## src/rtl/rbcp_pkg.sv

```systemverilog
// Shared definitions for the local register bus master.
//   rbcp_state_e    : burst FSM states
//   LOC_AW / LOC_DW : local bus address / data widths
//   LEN_W           : burst length field width (byte count minus 1)
//   ACK_TIMEOUT_DEF : default cycles to wait for LOC_ACK before aborting
package rbcp_pkg;

  localparam int LOC_AW          = 32;
  localparam int LOC_DW          = 8;
  localparam int LEN_W           = 8;
  localparam int ACK_TIMEOUT_DEF = 255;

  typedef enum logic [2:0] {
    ST_IDLE   = 3'd0,
    ST_FETCH  = 3'd1,
    ST_ISSUE  = 3'd2,
    ST_WAIT   = 3'd3,
    ST_FINISH = 3'd4
  } rbcp_state_e;

endpackage

```

## src/rtl/rbcp_loc_master_if.sv

```systemverilog
// Bundle of the command, write-data, read-data, status and local bus
// signals of rbcp_loc_master.
//   master modport : the burst master (drives LOC_* strobes, CMD_READY, ...)
//   slave  modport : everything around it (command source, WD source,
//                    RD sink and the register-file responder)
interface rbcp_loc_master_if;
  import rbcp_pkg::*;

  logic              CMD_VALID;
  logic              CMD_READY;
  logic              CMD_WR;
  logic [LOC_AW-1:0] CMD_ADDR;
  logic [LEN_W-1:0]  CMD_LEN;
  logic              WD_VALID;
  logic              WD_READY;
  logic [LOC_DW-1:0] WD_DATA;
  logic              RD_VALID;
  logic [LOC_DW-1:0] RD_DATA;
  logic              DONE;
  logic              ERR;
  logic [LOC_AW-1:0] LOC_ADDR;
  logic              LOC_WE;
  logic [LOC_DW-1:0] LOC_WD;
  logic              LOC_RE;
  logic              LOC_ACK;
  logic [LOC_DW-1:0] LOC_RD;

  modport master (
    input  CMD_VALID, CMD_WR, CMD_ADDR, CMD_LEN, WD_VALID, WD_DATA,
           LOC_ACK, LOC_RD,
    output CMD_READY, WD_READY, RD_VALID, RD_DATA, DONE, ERR,
           LOC_ADDR, LOC_WE, LOC_WD, LOC_RE
  );

  modport slave (
    output CMD_VALID, CMD_WR, CMD_ADDR, CMD_LEN, WD_VALID, WD_DATA,
           LOC_ACK, LOC_RD,
    input  CMD_READY, WD_READY, RD_VALID, RD_DATA, DONE, ERR,
           LOC_ADDR, LOC_WE, LOC_WD, LOC_RE
  );

endinterface

```

## src/rtl/rbcp_loc_master_ack_timer.sv

```systemverilog
// rbcp_ack_timer: acknowledge watchdog for one outstanding bus access.
//   CLK, RSTn : clock, asynchronous active-low reset
//   clr       : restart the count (asserted in the strobe cycle)
//   en        : count one cycle of waiting for LOC_ACK
//   expired   : ACK_TIMEOUT cycles have elapsed since the strobe
module rbcp_ack_timer #(
  parameter int ACK_TIMEOUT = 255
) (
  input  logic CLK,
  input  logic RSTn,
  input  logic clr,
  input  logic en,
  output logic expired
);

  localparam int CW = $clog2(ACK_TIMEOUT + 1);

  logic [CW-1:0] cnt;

  // cnt counts wait cycles only; the strobe cycle itself is the extra one,
  // so ACK_TIMEOUT elapsed cycles is reached at cnt == ACK_TIMEOUT-1.
  assign expired = (cnt == CW'(ACK_TIMEOUT - 1));

  always_ff @(posedge CLK or negedge RSTn) begin
    if (!RSTn) begin
      cnt <= '0;
    end else if (clr) begin
      cnt <= '0;
    end else if (en && !expired) begin
      cnt <= cnt + CW'(1);
    end
  end

endmodule

```

## src/rtl/rbcp_loc_master.sv

```systemverilog
// rbcp_loc_master: burst initiator for the local register bus.
// Takes one command at a time, splits it into single-byte strobes at
// incrementing addresses, waits for LOC_ACK on each, streams read bytes
// out on RD_*, and closes the burst with a one-cycle DONE (ERR on timeout).
//   CLK, RSTn : clock, asynchronous active-low reset
//   bus       : rbcp_loc_master_if.master (CMD_*, WD_*, RD_*, DONE/ERR, LOC_*)
// All outputs are registered; they are derived from the next state so
// that each one lines up with the cycle the FSM spends in that state.
module rbcp_loc_master
  import rbcp_pkg::*;
#(
  parameter int ACK_TIMEOUT = ACK_TIMEOUT_DEF
) (
  input  logic                  CLK,
  input  logic                  RSTn,
  rbcp_loc_master_if.master     bus
);

  rbcp_state_e       state, state_nxt;

  logic              wr, wr_nxt;
  logic [LEN_W-1:0]  remain;
  logic              accept, wd_take, ack_take, tmo;
  logic              tmr_clr, tmr_en, tmr_expired;

  logic              cmd_ready, wd_ready, rd_valid, done, err;
  logic [LOC_DW-1:0] rd_data, loc_wd;
  logic [LOC_AW-1:0] loc_addr;
  logic              loc_we, loc_re;

  rbcp_ack_timer #(
    .ACK_TIMEOUT(ACK_TIMEOUT)
  ) u_ack_timer (
    .CLK     (CLK),
    .RSTn    (RSTn),
    .clr     (tmr_clr),
    .en      (tmr_en),
    .expired (tmr_expired)
  );

  always_ff @(posedge CLK or negedge RSTn) begin
    if (!RSTn) begin
      state <= ST_IDLE;
    end else begin
      state <= state_nxt;
    end
  end

  always_comb begin
    state_nxt = state;
    accept    = 1'b0;
    wd_take   = 1'b0;
    ack_take  = 1'b0;
    tmo       = 1'b0;
    tmr_clr   = 1'b0;
    tmr_en    = 1'b0;
    case (state)
      ST_IDLE: begin
        if (bus.CMD_VALID && cmd_ready) begin
          accept    = 1'b1;
          state_nxt = bus.CMD_WR ? ST_FETCH : ST_ISSUE;
        end
      end
      ST_FETCH: begin
        if (bus.WD_VALID && wd_ready) begin
          wd_take   = 1'b1;
          state_nxt = ST_ISSUE;
        end
      end
      ST_ISSUE: begin
        tmr_clr   = 1'b1;
        state_nxt = ST_WAIT;
      end
      ST_WAIT: begin
        tmr_en = 1'b1;
        // An ACK arriving in the expiry cycle still wins over the timeout.
        if (bus.LOC_ACK) begin
          ack_take = 1'b1;
          if (remain == '0) begin
            state_nxt = ST_FINISH;
          end else begin
            state_nxt = wr ? ST_FETCH : ST_ISSUE;
          end
        end else if (tmr_expired) begin
          tmo       = 1'b1;
          state_nxt = ST_FINISH;
        end
      end
      ST_FINISH: begin
        state_nxt = ST_IDLE;
      end
      default: begin
        state_nxt = ST_IDLE;
      end
    endcase
  end

  // Direction of the burst about to be (or being) executed.
  assign wr_nxt = accept ? bus.CMD_WR : wr;

  always_ff @(posedge CLK or negedge RSTn) begin
    if (!RSTn) begin
      wr        <= 1'b0;
      remain    <= '0;
      cmd_ready <= 1'b0;
      wd_ready  <= 1'b0;
      rd_valid  <= 1'b0;
      rd_data   <= '0;
      done      <= 1'b0;
      err       <= 1'b0;
      loc_addr  <= '0;
      loc_we    <= 1'b0;
      loc_wd    <= '0;
      loc_re    <= 1'b0;
    end else begin
      wr        <= wr_nxt;
      cmd_ready <= (state_nxt == ST_IDLE);
      wd_ready  <= (state_nxt == ST_FETCH);
      loc_we    <= (state_nxt == ST_ISSUE) &&  wr_nxt;
      loc_re    <= (state_nxt == ST_ISSUE) && !wr_nxt;
      done      <= (state_nxt == ST_FINISH);
      err       <= tmo;
      rd_valid  <= ack_take && !wr;
      if (ack_take && !wr) begin
        rd_data <= bus.LOC_RD;
      end
      if (wd_take) begin
        loc_wd <= bus.WD_DATA;
      end
      if (accept) begin
        loc_addr <= bus.CMD_ADDR;
        remain   <= bus.CMD_LEN;
      end else if (ack_take && (remain != '0)) begin
        // 32-bit address wraps naturally from all-ones to zero.
        loc_addr <= loc_addr + LOC_AW'(1);
        remain   <= remain - LEN_W'(1);
      end
    end
  end

  assign bus.CMD_READY = cmd_ready;
  assign bus.WD_READY  = wd_ready;
  assign bus.RD_VALID  = rd_valid;
  assign bus.RD_DATA   = rd_data;
  assign bus.DONE      = done;
  assign bus.ERR       = err;
  assign bus.LOC_ADDR  = loc_addr;
  assign bus.LOC_WE    = loc_we;
  assign bus.LOC_WD    = loc_wd;
  assign bus.LOC_RE    = loc_re;

endmodule

```

## src/flat_wrapper.sv

```systemverilog
// flat-port wrapper written by rule: the top's interface ports become plain ports
module rbcp_loc_master_flat import rbcp_pkg::*;
#(
  parameter int ACK_TIMEOUT = ACK_TIMEOUT_DEF
)
  (CLK, RSTn, bus_CMD_VALID, bus_CMD_WR, bus_CMD_ADDR, bus_CMD_LEN, bus_WD_VALID, bus_WD_DATA, bus_LOC_ACK, bus_LOC_RD, bus_CMD_READY, bus_WD_READY, bus_RD_VALID, bus_RD_DATA, bus_DONE, bus_ERR, bus_LOC_ADDR, bus_LOC_WE, bus_LOC_WD, bus_LOC_RE);
  rbcp_loc_master_if bus_i ();
  input  logic CLK;
  input  logic RSTn;
  input wire logic [$bits(bus_i.CMD_VALID)-1:0] bus_CMD_VALID;
  input wire logic [$bits(bus_i.CMD_WR)-1:0] bus_CMD_WR;
  input wire logic [$bits(bus_i.CMD_ADDR)-1:0] bus_CMD_ADDR;
  input wire logic [$bits(bus_i.CMD_LEN)-1:0] bus_CMD_LEN;
  input wire logic [$bits(bus_i.WD_VALID)-1:0] bus_WD_VALID;
  input wire logic [$bits(bus_i.WD_DATA)-1:0] bus_WD_DATA;
  input wire logic [$bits(bus_i.LOC_ACK)-1:0] bus_LOC_ACK;
  input wire logic [$bits(bus_i.LOC_RD)-1:0] bus_LOC_RD;
  output wire logic [$bits(bus_i.CMD_READY)-1:0] bus_CMD_READY;
  output wire logic [$bits(bus_i.WD_READY)-1:0] bus_WD_READY;
  output wire logic [$bits(bus_i.RD_VALID)-1:0] bus_RD_VALID;
  output wire logic [$bits(bus_i.RD_DATA)-1:0] bus_RD_DATA;
  output wire logic [$bits(bus_i.DONE)-1:0] bus_DONE;
  output wire logic [$bits(bus_i.ERR)-1:0] bus_ERR;
  output wire logic [$bits(bus_i.LOC_ADDR)-1:0] bus_LOC_ADDR;
  output wire logic [$bits(bus_i.LOC_WE)-1:0] bus_LOC_WE;
  output wire logic [$bits(bus_i.LOC_WD)-1:0] bus_LOC_WD;
  output wire logic [$bits(bus_i.LOC_RE)-1:0] bus_LOC_RE;
  assign bus_i.CMD_VALID = bus_CMD_VALID;
  assign bus_i.CMD_WR = bus_CMD_WR;
  assign bus_i.CMD_ADDR = bus_CMD_ADDR;
  assign bus_i.CMD_LEN = bus_CMD_LEN;
  assign bus_i.WD_VALID = bus_WD_VALID;
  assign bus_i.WD_DATA = bus_WD_DATA;
  assign bus_i.LOC_ACK = bus_LOC_ACK;
  assign bus_i.LOC_RD = bus_LOC_RD;
  assign bus_CMD_READY = bus_i.CMD_READY;
  assign bus_WD_READY = bus_i.WD_READY;
  assign bus_RD_VALID = bus_i.RD_VALID;
  assign bus_RD_DATA = bus_i.RD_DATA;
  assign bus_DONE = bus_i.DONE;
  assign bus_ERR = bus_i.ERR;
  assign bus_LOC_ADDR = bus_i.LOC_ADDR;
  assign bus_LOC_WE = bus_i.LOC_WE;
  assign bus_LOC_WD = bus_i.LOC_WD;
  assign bus_LOC_RE = bus_i.LOC_RE;
  rbcp_loc_master #(.ACK_TIMEOUT(ACK_TIMEOUT)) u_core (.CLK(CLK), .RSTn(RSTn), .bus(bus_i));
endmodule
```

## config.mk

```make
export PLATFORM = sky130hd
export DESIGN_NAME = rbcp_loc_master_flat
export DESIGN_NICKNAME = d
export VERILOG_FILES = /design/src/rtl/rbcp_pkg.sv /design/src/rtl/rbcp_loc_master_if.sv /design/src/rtl/rbcp_loc_master_ack_timer.sv /design/src/rtl/rbcp_loc_master.sv /design/src/flat_wrapper.sv
export SDC_FILE = /design/constraint.sdc
export NUM_CORES = 1
export LEC_CHECK = 0
export BUFFER_PORTS_ARGS = -buffer_cell sky130_fd_sc_hd__clkbuf_2
export CAP_MARGIN = 20
export CORE_MARGIN = 5
export CORE_UTILIZATION = 44
export CTS_CLUSTER_DIAMETER = 120
export DETAILED_ROUTE_END_ITERATION = 8
export HOLD_SLACK_MARGIN = 0.03
export PLACE_DENSITY = 0.7
export SETUP_SLACK_MARGIN = 0.05
export SYNTH_ARGS = -nofsm -noshare
export SYNTH_HDL_FRONTEND = slang
export SYNTH_SLANG_ARGS = --single-unit
```

## constraint.sdc

```tcl
create_clock -name CLK -period 2.55 [get_ports CLK]
set_input_delay 0.1275 -clock CLK [delete_from_list [all_inputs] [get_ports CLK]]
set_output_delay 0.1275 -clock CLK [all_outputs]
set_load 0.01 [all_outputs]
```

==> After elaboration in Yosys (flattened, before gate mapping) <==
Index checks and enable logic that the tools add are counted.
{ "totals": {"reg_bits": 75, "latchBits": 0, "ram_bits": 0, "mem_bits_ro": 0, "input_bits": 62, "out_inout_bits": 55, "elab_cells": 66, "n_memories": 0} }
{ "op_classes": {"n_addsub": 3, "mul": 0, "n_div": 0, "order_cmp": 0, "eq_ne": 7, "n_shift": 0, "muxes": 26, "bitwise_logic": 0, "reduce_logical": 16} }
{ "ops": {"columns": ["op", "count"], "rows": [
  ["$mux 32", 2],
  ["$add 32x1->32 const B", 1],
  ["$mux 8", 4],
  ["$mux 3", 5],
  ["$mux 1", 12],
  ["$pmux 3 s4", 1],
  ["$eq 3x2->1 const B", 3],
  ["$add 8x1->8 const B", 1],
  ["$eq 8x8->1 const B", 1],
  ["$logic_not 8->1", 1],
  ["$reduce_bool 8->1", 1],
  ["$sub 8x1->8 const B", 1],
  ["$logic_and 1x1->1", 7],
  ["$eq 3x1->1 const B", 2],
  ["$logic_not 3->1", 2],
  ["$mux 2", 2],
  ["$reduce_bool 2->1", 2],
  ["$eq 3x3->1 const B", 1],
  ["$logic_not 1->1", 3]
]} }

==> Longest topological paths before layout <==
{ "logic_depth": {"word_depth": 6, "ltp_mapped": 8, "ltp_nobuf": 7} }

==> Modules after synthesis <==
A second synthesis with hierarchy kept.
{ "hier_totals": {"hier_cells": 388, "area_unflattened_um2": 3910.0} }
{ "by_module_without_submodules": {"columns": ["module", "n_inst", "cells_each", "area_each_um2", "seq_area_each_um2"], "rows": [
  ["rbcp_loc_master", 1, 334, 3390.8, 1676.6],
  ["rbcp_ack_timer", 1, 54, 519.2, 200.2]
]} }

==> Least setup slack after synthesis <==
No wires, ideal clock.
{ "synth_path": {"kind": "reg-to-reg", "startpoint": "register u_core.remain[0]", "endpoint": "register u_core.loc_addr[17] (netlist: u_core.bus.LOC_ADDR[17])", "setup_time_ns": 0.094, "t_arrival_ns": 1.861, "required_time_ns": 2.456, "slack_ns": 0.595, "stages_incl_launch_ff": 9, "n_path_buf": 1, "synth_period_minus_slack_ns": 1.955, "cell_sequence": "dfrtp_1 -> inv_1 -> ha_1 -> nor3b_1 -> a211o_4 -> buf_4 -> nor4_2 -> nor3_1 -> a211oi_1"} }
{ "synth_between": {"elab_chain_cells": 3} }
{ "synth_lines": {"columns": ["element", "line", "rtl"], "rows": [
  ["start: declaration", "rbcp_loc_master.sv:22", "logic [LEN_W-1:0] remain;"],
  ["start signal: assignment", "rbcp_loc_master.sv:132", "remain <= bus.CMD_LEN;"],
  ["start signal: assignment", "rbcp_loc_master.sv:136", "remain <= remain - LEN_W'(1);"],
  ["$reduce_bool 8->1", "rbcp_loc_master.sv:133", "end else if (ack_take && (remain != '0)) begin"],
  ["$logic_and 1x1->1", "rbcp_loc_master.sv:133", null],
  ["$reduce_bool 2->1 (no line)", null, null],
  ["end signal: assignment", "rbcp_loc_master.sv:131", "loc_addr <= bus.CMD_ADDR;"],
  ["end signal: assignment", "rbcp_loc_master.sv:135", "loc_addr <= loc_addr + LOC_AW'(1);"],
  ["end: declaration", "rbcp_loc_master.sv:28", "logic [LOC_AW-1:0] loc_addr;"]
]} }
No other way between the ends.
A chain may end at the register's enable or synchronous reset.

==> Final worst setup path <==
{ "layout_path": {"startpoint": "register u_core.remain[0]", "endpoint": "register u_core.loc_re (netlist: u_core.bus.LOC_RE)"} }
{ "layout_between": {"elab_chain_cells": 6} }
{ "layout_lines": {"columns": ["element", "line", "rtl"], "rows": [
  ["$logic_not 8->1", "rbcp_loc_master.sv:79", "if (remain == '0) begin"],
  ["$mux 3", "rbcp_loc_master.sv:79", null],
  ["$mux 3", "rbcp_loc_master.sv:77", "if (bus.LOC_ACK) begin"],
  ["$pmux 3 s4", "rbcp_loc_master.sv:57", "case (state)"],
  ["net u_core.state_nxt[0]", "rbcp_loc_master.sv:19", "rbcp_state_e state, state_nxt;"],
  ["$eq 3x2->1", "rbcp_loc_master.sv:120", "loc_re <= (state_nxt == ST_ISSUE) && !wr_nxt;"],
  ["$logic_and 1x1->1", "rbcp_loc_master.sv:120", null],
  ["end signal: assignment", "rbcp_loc_master.sv:120", null],
  ["end: declaration", "rbcp_loc_master.sv:29", "logic loc_we, loc_re;"]
]} }
The timed path passes the listed nets, and every way through them passes these cells.

==> run summary <==
Antenna cells = 0
CP Launch Type = register
Outcome = finished, final reports clean
Sequential share of the synthesized area = 48.4%
Area growth, synth to finish = 36.8%
DIE AREA = 0.0108 sq mm
Final Setup Violations = 0
Initial antenna violation count = 0
Slew headroom = 36.8%
# IOs = 117
WL final = 9.94 mm
Crit-path max FO = 11
Final core utilization = 61.4%
First-pass GRT wire length = 17.3 mm
Req. time, crit path = 2820 ps
Final Critical Period = 2130 ps
RSZ-0062 raised after global routing = false
Syn. warnings = 0
Slew @ Worst Pin = 948 ps
Detailed placement HPWL = 6.87 mm
DIE WIDTH = 104 um
Most frequent cells in the layout = clkbuf_2 (115), dfrtp_1 (75), nand2_1 (58), dlygate4sd3_1 (53), xnor2_1 (31)
Clk slew on worst S/H paths = 90 ps
CP top delay family = compound AO/OA/AOI/OAI gates
Initial Utilization = 44.9%
Syn nets = 458
Cts bufs inserted = 9
First DRT Iteration DRCs = 179
DRC Markers = 0
Final nets = 621
Cells after Synth = 392
Vias in the first global route = 3,674
CTS H-tree depth = 3
Row cnt = 34
Buf/Inv on CP = 1
CP dominant cell by count = nor3b_1
Pwr/cell area = 976 mW/mm^2
Post-route cell area = 0.00530 sq mm
Slew Limit Fails = 0
Synthesized flop and latch total = 75
Fmax = 0.469 GHz
All-layer global routing usage = 19.0%
CP cell instances = inv_1 > ha_1 > nor3b_1 > a21oi_2 > a211o_1 > nor3b_1
Worst Path Arrival = 2400 ps
Synth async-reset ratio = 100%
Die Y = 104 um
Post-Syn Area per Cell = 9.89 sq um
Fin cells = 668
Pin count of the biggest net entering global routing = 79
Slowest stage delay, CP = 470 ps
Peak VDD IR = 0.000661 V
Lkg Pwr = 2.31 nW
Hold Crit Class = input port to register
Endpoint type of the worst setup path = register
Final Hold Fails = 0
Max Cap Violations = 0
Layout cells sized above 1 = 29.6%
Avg WL per Cell = 14.9 um
Root Driver = clkbuf_8
Cell Area, Synth = 0.00387 sq mm
Vias per std cell = 5.13
Clock Latency Late Sink = 350 ps
Setup clock skew after layout = 8.90 ps
Cell variety after synth = 47
Setup TNS = 0 ps
TritonCTS Sinks = 75
Setup CP Type = register to register
Placed inst area = 0.00454 sq mm
Overall Power = 5.17 mW
ANT nets after route = 0
Placer Congestion = 0.850
Clock Tree Buf Depth = 2
Post-synth EDFFs = 0
FILL cells = 748
GRT Residual Overflow = 0
Core Region = 0.00864 sq mm
DRT Pass-1 Iters = 8
Post-synth top flop = dfrtp_1
Commonest non-fill, non-tap cell in the layout = clkbuf_2
Placed Cells = 599
CTS tree = built
Critical path's slowest cell = nor3b_1
Port Buffers = 116
Post-route clock period utilization = 83.7%
Vias post-DR = 3,427
==> state kept, by name, summed over array words and instances (netlist names) <==
signal,cells
u_core.bus.LOC_WE,1
u_core.bus.RD_DATA,8
u_core.bus.ERR,1
u_core.bus.LOC_ADDR,32
u_core.wr,1
u_core.bus.WD_READY,1
u_core.bus.LOC_WD,8
u_core.u_ack_timer.cnt,8
u_core.state,3
u_core.bus.LOC_RE,1
u_core.bus.CMD_READY,1
u_core.bus.RD_VALID,1
u_core.remain,8
u_core.bus.DONE,1
==> cell usage after synthesis (3+ instances only) <==
| master | instances | area share (%) |
|---|---|---|
| nand3b_1 | 3 | 0.58 |
| a21oi_1 | 7 | 0.90 |
| a211oi_1 | 5 | 0.97 |
| nor4_1 | 4 | 0.65 |
| o21ai_1 | 11 | 1.4 |
| nor3b_1 | 7 | 1.4 |
| xnor2_1 | 31 | 7.0 |
| nand2_1 | 58 | 5.6 |
| mux2_2 | 16 | 4.6 |
| buf_2 | 6 | 0.77 |
| o21ai_0 | 29 | 3.7 |
| nor2_1 | 23 | 2.2 |
| nor4_2 | 3 | 0.97 |
| dfrtp_1 | 75 | 48 |
| nor3_1 | 17 | 2.2 |
| inv_1 | 9 | 0.87 |
| clkbuf_1 | 8 | 0.77 |
| nand4_1 | 8 | 1.3 |
| xor2_1 | 6 | 1.4 |
| a21o_1 | 3 | 0.58 |
| nand3_1 | 17 | 2.2 |
| and3_1 | 4 | 0.65 |
| ha_1 | 4 | 1.3 |
| nor3_2 | 4 | 1.0 |
==> worst min-delay path: stages <==
cell	delay, ps
clkbuf_2	80
nand2_1	40
o21ai_0	70
==> path summary, 6_finish.rpt <==
kind | startpoint | endpoint | depth (start not counted) | slack [ps]
worst max-delay path | u_core.remain[0]$_DFFE_PN0P_ | u_core.bus.LOC_RE$_DFF_PN0_ | 6 | 420
worst min-delay path | bus_CMD_ADDR[0] | u_core.bus.LOC_ADDR[0]$_DFFE_PN0P_ | 3 | 20
worst max register to register | u_core.remain[0]$_DFFE_PN0P_ | u_core.bus.LOC_RE$_DFF_PN0_ | 6 | 420
worst min register to register | u_core.bus.RD_DATA[0]$_DFFE_PN0P_ | u_core.bus.RD_DATA[0]$_DFFE_PN0P_ | 1 | 520
max in group asynchronous | RSTn | u_core.u_ack_timer.cnt[2]$_DFFE_PN0P_ | 2 | 1440
min in group asynchronous | RSTn | u_core.bus.RD_DATA[7]$_DFFE_PN0P_ | 2 | 470
==> layer usage <==
layer / vias up / wire, um / track usage [%]
met5: - / 0 / 0
li1: 1690 / - / -
met1: 1638 / 4320 / 23.6
met2: 84 / 5080 / 32.8
met3: 15 / 376 / 3.73
met4: 0 / 156 / 6.48
==> cells by family (layout without fill, tap and decap cells) <==
| family | Yosys count | after routing | share of synthesized area (%) |
|---|---|---|---|
| AND/OR/NAND/NOR | 169 | 169 | 24.3 |
| flip-flops | 75 | 75 | 48.4 |
| AO/OA/AOI/OAI | 61 | 61 | 9.11 |
| XOR/XNOR | 37 | 37 | 8.36 |
| buffers and inverters | 28 | 196 | 3.29 |
| multiplexers | 18 | 18 | 5.17 |
| adder cells (fa/ha/maj) | 4 | 4 | 1.29 |
==> power breakdown <==
| group | switching (mW) | total [mW] | internal (mW) |
|---|---|---|---|
| Combinational | 0.978 | 1.89 | 0.915 |
| Clock | 0.491 | 1.06 | 0.568 |
| Sequential | 0.551 | 2.22 | 1.67 |
| Total | 2.02 | 5.17 | 3.15 |
==> metrics by stage <==
stage               hold slack (ps)  setup slack (ps)
finish                         20.8               416
floorplan                      -168               595
detailed placement              338               272
CTS                            35.4               279
global placement                333               363
global route                   38.2               266
==> cell type report <==
type | count | area, sq um | share of cell area, %
multi-input combinational | 289 | 1880 | 35.5
sequential | 75 | 1880 | 35.4
timing repair buffer | 171 | 1140 | 21.5
tap | 108 | 135 | 2.55
clock buffer | 9 | 124 | 2.34
clock inverter | 7 | 106 | 2.01
inverter | 9 | 33.8 | 0.637
==> what timing repair did <==
item,CTS,global route
endpoints found under the setup margin,0,1
setup buffers,0,0
hold endpoints to repair,127,0
hold buffers,53,0
gates resized for setup,0,1
Power figures use the tool's default switching activity.
